### config.mk
export PLATFORM = sky130hd
export DESIGN_NAME = pipeadder_result_collector
export DESIGN_NICKNAME = d
export VERILOG_FILES = /design/src/rtl/pipeadder_result_collector.sv
export SDC_FILE = /design/constraint.sdc
export NUM_CORES = 1
export LEC_CHECK = 0
export CAP_MARGIN = 5
export CELL_PAD_IN_SITES_DETAIL_PLACEMENT = 0
export CELL_PAD_IN_SITES_GLOBAL_PLACEMENT = 1
export CORE_MARGIN = 3
export CORE_UTILIZATION = 27
export CTS_BUF_LIST = sky130_fd_sc_hd__clkbuf_4 sky130_fd_sc_hd__clkbuf_8
export CTS_CLUSTER_DIAMETER = 150
export DETAILED_ROUTE_END_ITERATION = 8
export PLACE_DENSITY_LB_ADDON = 0.3
export RECOVER_POWER = 50
export SLEW_MARGIN = 20
export SYNTH_ARGS = -nofsm -noshare
export SYNTH_HDL_FRONTEND = slang
export SYNTH_SLANG_ARGS = --single-unit
### constraint.sdc
create_clock -name clk -period 2 [get_ports clk]
set_input_delay 0.6 -clock clk [delete_from_list [all_inputs] [get_ports clk]]
set_output_delay 0.6 -clock clk [all_outputs]
set_load 0.005 [all_outputs]
### src/rtl/pipeadder_result_collector.sv
// Result collector for the 4-bit pipelined adder: FIFO of {co,s} words with valid/ready output and running sum.
// Optional feature macro: PIPEADDER_COLLECT_PARITY_EN adds out_parity (XOR of out_data, stored per entry).
module pipeadder_result_collector #(
    parameter int unsigned DATA_W = 4,
    parameter int unsigned DEPTH  = 4,
    parameter int unsigned ACC_W  = 12
) (
    input  logic                   clk,
    input  logic                   rstn,
    input  logic                   in_valid,
    input  logic [DATA_W-1:0]      s,
    input  logic                   co,
    input  logic                   clr,
    output logic                   out_valid,
    input  logic                   out_ready,
    output logic [DATA_W:0]        out_data,
    output logic [$clog2(DEPTH):0] count,
    output logic [ACC_W-1:0]       acc,
    output logic                   overflow
`ifdef PIPEADDER_COLLECT_PARITY_EN
    ,
    output logic                   out_parity
`endif
);

    localparam int unsigned WORD_W = DATA_W + 1;
    localparam int unsigned PTR_W  = $clog2(DEPTH);
    localparam int unsigned CNT_W  = PTR_W + 1;

    logic [WORD_W-1:0] mem [DEPTH];
    logic [PTR_W-1:0]  wptr;
    logic [PTR_W-1:0]  rptr;
    logic [PTR_W-1:0]  wptr_nxt;
    logic [PTR_W-1:0]  rptr_nxt;
    logic [CNT_W-1:0]  count_nxt;
    logic [WORD_W-1:0] word;
    logic [WORD_W-1:0] head_nxt;
    logic [ACC_W-1:0]  acc_nxt;
    logic              ovf_nxt;
    logic              full;
    logic              pop;
    logic              push;
    logic              drop;

`ifdef PIPEADDER_COLLECT_PARITY_EN
    logic              par_mem [DEPTH];
    logic              par;
    logic              par_nxt;
`endif

    // Handshake decode and next-state of pointers, occupancy and accumulator
    always_comb begin
        word      = {co, s};
        full      = (count == CNT_W'(DEPTH));
        pop       = out_valid & out_ready;
        push      = in_valid & (~full | pop);
        drop      = in_valid & full & ~pop;
        wptr_nxt  = push ? wptr + PTR_W'(1) : wptr;
        rptr_nxt  = pop  ? rptr + PTR_W'(1) : rptr;
        count_nxt = count;
        case ({push, pop})
            2'b10:   count_nxt = count + CNT_W'(1);
            2'b01:   count_nxt = count - CNT_W'(1);
            default: count_nxt = count;
        endcase

        acc_nxt = acc;
        ovf_nxt = overflow;
        if (clr) begin
            acc_nxt = push ? ACC_W'(word) : '0;
            ovf_nxt = 1'b0;
        end else if (push) begin
            acc_nxt = acc + ACC_W'(word);
        end
        if (drop) begin
            ovf_nxt = 1'b1;
        end
    end

    // Next head word: the incoming word bypasses storage only when it lands exactly at the new read pointer
    always_comb begin
        head_nxt = '0;
        if (count_nxt != '0) begin
            head_nxt = (push && (wptr == rptr_nxt)) ? word : mem[rptr_nxt];
        end
    end

`ifdef PIPEADDER_COLLECT_PARITY_EN
    always_comb begin
        par     = ^word;
        par_nxt = 1'b0;
        if (count_nxt != '0) begin
            par_nxt = (push && (wptr == rptr_nxt)) ? par : par_mem[rptr_nxt];
        end
    end
`endif

    // Storage has no reset; pointers define what is valid
    always_ff @(posedge clk) begin
        if (rstn && push) begin
            mem[wptr] <= word;
`ifdef PIPEADDER_COLLECT_PARITY_EN
            par_mem[wptr] <= par;
`endif
        end
    end

    always_ff @(posedge clk) begin
        if (!rstn) begin
            wptr      <= '0;
            rptr      <= '0;
            count     <= '0;
            out_valid <= 1'b0;
            out_data  <= '0;
            acc       <= '0;
            overflow  <= 1'b0;
`ifdef PIPEADDER_COLLECT_PARITY_EN
            out_parity <= 1'b0;
`endif
        end else begin
            wptr      <= wptr_nxt;
            rptr      <= rptr_nxt;
            count     <= count_nxt;
            out_valid <= (count_nxt != '0);
            out_data  <= head_nxt;
            acc       <= acc_nxt;
            overflow  <= ovf_nxt;
`ifdef PIPEADDER_COLLECT_PARITY_EN
            out_parity <= par_nxt;
`endif
        end
    end

endmodule

==> metrics.yaml <==
floorplan:
  rows: 34
  initial_utilization: 0.282
  die_x_um: 102
  coreArea_um2: 8850
  ioPinCount: 32
  dieArea_um2: 10400
  die_h_um: 102
power_and_ir_drop:
  p_leak_nw: 1.29
  powerDensity_nw_per_um2: 791
  ir_worst_vdd_v: 0.000333
yosys:
  synthFlopType: "dfxtp_1"
  synth_edf_count: 20
  synth.top_cell.area_share: 0.241
  synthTopCellsByCount: "dfxtp_1 (26), mux2i_1 (23), a21oi_1 (21)"
  syn-instance-count: 225
  ys_types: 53
  synth.most_common_cell: "dfxtp_1"
  syn_area_per_cell_um2: 11.1
  ys_ff_latch: 46
  yosysWarnings: 0
  seq_area_frac_synth: 0.449
  postSynth.asyncResetShare: 0
  yosys.area.top_type: "edfxtp_1"
  yosys-top-cells-area: "edfxtp_1 (24%), dfxtp_1 (21%), mux2i_1 (9.2%)"
  syn-num-nets: 246
  syn_area_um2: 2490
sta:
  rsz0062_at_grt: "false"
  period_share: 0.969
  timing.final.crit_period_ps: 1940
  setup_viol: 0
  finalMaxSlewViolations: 0
  finClkSkew_ps: 4.46
  max_freq_ghz: 0.516
  holdWs_ps: 482
  max_slew_margin: 0.785
  worst_slew_pin_slew_ps: 321
  hold_viol: 0
cells_and_area:
  nFillCells: 887
  drive_above_1_share: 0.286
  n_antenna_cell: 0
  syn2layout_area_growth_pct: 38.7
  nets: 328
  layout.cells.non_filler: 416
detailed_routing:
  via_count: 1960
  dr.pass1.iters: 4
  vias_per_cell: 4.71
  drtIter0Drc: 41
  wl_um: 5960
  ant_nets: 0
  routedWlPerCell_um: 14.3
  drc: 0
worst_setup_path:
  crit_arrival_ps: 2170
  required_ps: 2230
  crit_fanout: 6
  worst_path_max_delay_cell: "fa_2"
  slowest_delay_ps: 390
  start_kind: "input port"
  path_cells: "clkdlybuf4s15_1 > nand3b_1 > fa_2 > o31ai_4 > mux2i_2 > a21oi_4 > a211oi_2"
  crit_type: "in -> reg"
  cp-end-kind: "register"
clocking:
  cts_sinks: 46
  insertion_delay_ps: 300
  htreeDepth: 2
  clock_path_buffers: 2
  path_clk_slew_ps: 90
  cts_tree: "built"
  cts_made_buffers: 5
  cts_root_buf: "clkbuf_8"
placement:
  io_buffers: 31
  placedCellCount: 406
  hpwl_um: 4390
  place_congestion: 0.775
run:
  drv_cap: 0
global_route:
  grt_max_degree: 21
  grt_pass1_vias: 1992
  grt_overflow: 0
  track_usage: 0.120
  grt_first_pass_wirelength_um: 9720
  antenna_found_initial: 0
min_path:
  hold_class: "reg -> reg"
status:
  outcome: "complete, no violations"
## where the power goes
group | leakage [nW] | internal (mW) | switching, mW | total, mW
Combinational | 0.854 | 0.540 | 0.445 | 0.985
Sequential | 0.396 | 1.08 | 0.0760 | 1.16
Clock | 0.0447 | 0.253 | 0.340 | 0.593
## metrics by stage
stage	util	total power [mW]	instance area [µm²]	setup TNS (ps)	setup slack (ps)
CTS	0.388	2.78	3430	-19.1	-16.2
global placement	0.370	2.12	3280	-20980	-768
detailed placement	0.370	2.12	3280	-21380	-740
floorplan	-	1.68	2500	-66.5	-66.5
global route	0.391	2.93	3460	0	4.81
finish	0.391	2.74	3460	0	61.9
## cell usage in the layout (no fill, tap or decap), drive strengths merged, types with 3 or more instances in the layout
cell type / count
a211oi: 4
clkdlybuf4s50: 11
buf: 47
nor2: 8
edfxtp: 20
dfxtp: 26
mux4: 5
or3: 5
or2: 5
dlygate4sd3: 13
o31ai: 3
nand2: 19
o21ai: 8
clkbuf: 16
ha: 9
and3: 5
o21a: 3
xnor2: 4
inv: 13
mux2i: 23
nand3: 7
a21oi: 21
## flip-flops by register name, indices dropped and copies added, names as in the netlist
name / flops
out_data: 5
acc: 12
out_valid: 1
mem: 20
overflow: 1
count: 3
rptr: 2
wptr: 2
## what timing repair did
item,CTS,global route
pin swaps,10,8
gates resized for setup,29,19
buffers inserted,3,2
setup endpoints to repair,39,15
hold buffers,0,0
## final timing paths
| path | startpoint | to | slack, ps | cells past startpoint |
|---|---|---|---|---|
| max | out_ready | out_data[1]$_SDFF_PN0_ | 60 | 7 |
| min | acc[10]$_SDFFE_PN0P_ | acc[10]$_SDFFE_PN0P_ | 480 | 2 |
| max reg2reg | count[1]$_SDFF_PN0_ | out_data[1]$_SDFF_PN0_ | 140 | 6 |
| min reg2reg | acc[10]$_SDFFE_PN0P_ | acc[10]$_SDFFE_PN0P_ | 480 | 2 |
## cells by family (layout without fill, tap and decap cells)
group,count (synthesis),in the layout,synth area share
AND/OR/NAND/NOR,62,62,0.138
multiplexers,30,30,0.152
AO/OA/AOI/OAI,50,50,0.138
buffers and inverters,21,104,0.0431
XOR/XNOR,5,5,0.0176
flip-flops,46,46,0.449
adder cells (fa/ha/maj),11,11,0.0612
## routing by layer
metal / up-vias / global-route usage / part of all wire
met1: 910 / 0.161 / 0.49
met3: 8 / 0.0273 / 0.038
met5: - / 0 / 0
met4: 0 / 0.0323 / 0.017
met2: 44 / 0.196 / 0.46
li1: 998 / - / -
## final cells by class
| cell class | count | area (µm²) | area share |
|---|---|---|---|
| clock buffers | 5 | 68.8 | 0.0199 |
| clock inverters | 3 | 25.0 | 0.00723 |
| inverters | 12 | 45.0 | 0.0130 |
| multi-input cells | 158 | 1390 | 0.403 |
| flip-flops and latches | 46 | 1120 | 0.325 |
| well taps | 108 | 135 | 0.0390 |
| repair buffers | 84 | 668 | 0.193 |
## worst max-delay path: cells and delay by family
kind	cells	cell delay, ps
buffers and inverters	1	190
multiplexers	1	310
adder cells (fa/ha/maj)	1	390
AO/OA/AOI/OAI	3	530
AND/OR/NAND/NOR	1	130
Note: power is estimated with default switching activity, not from simulation.
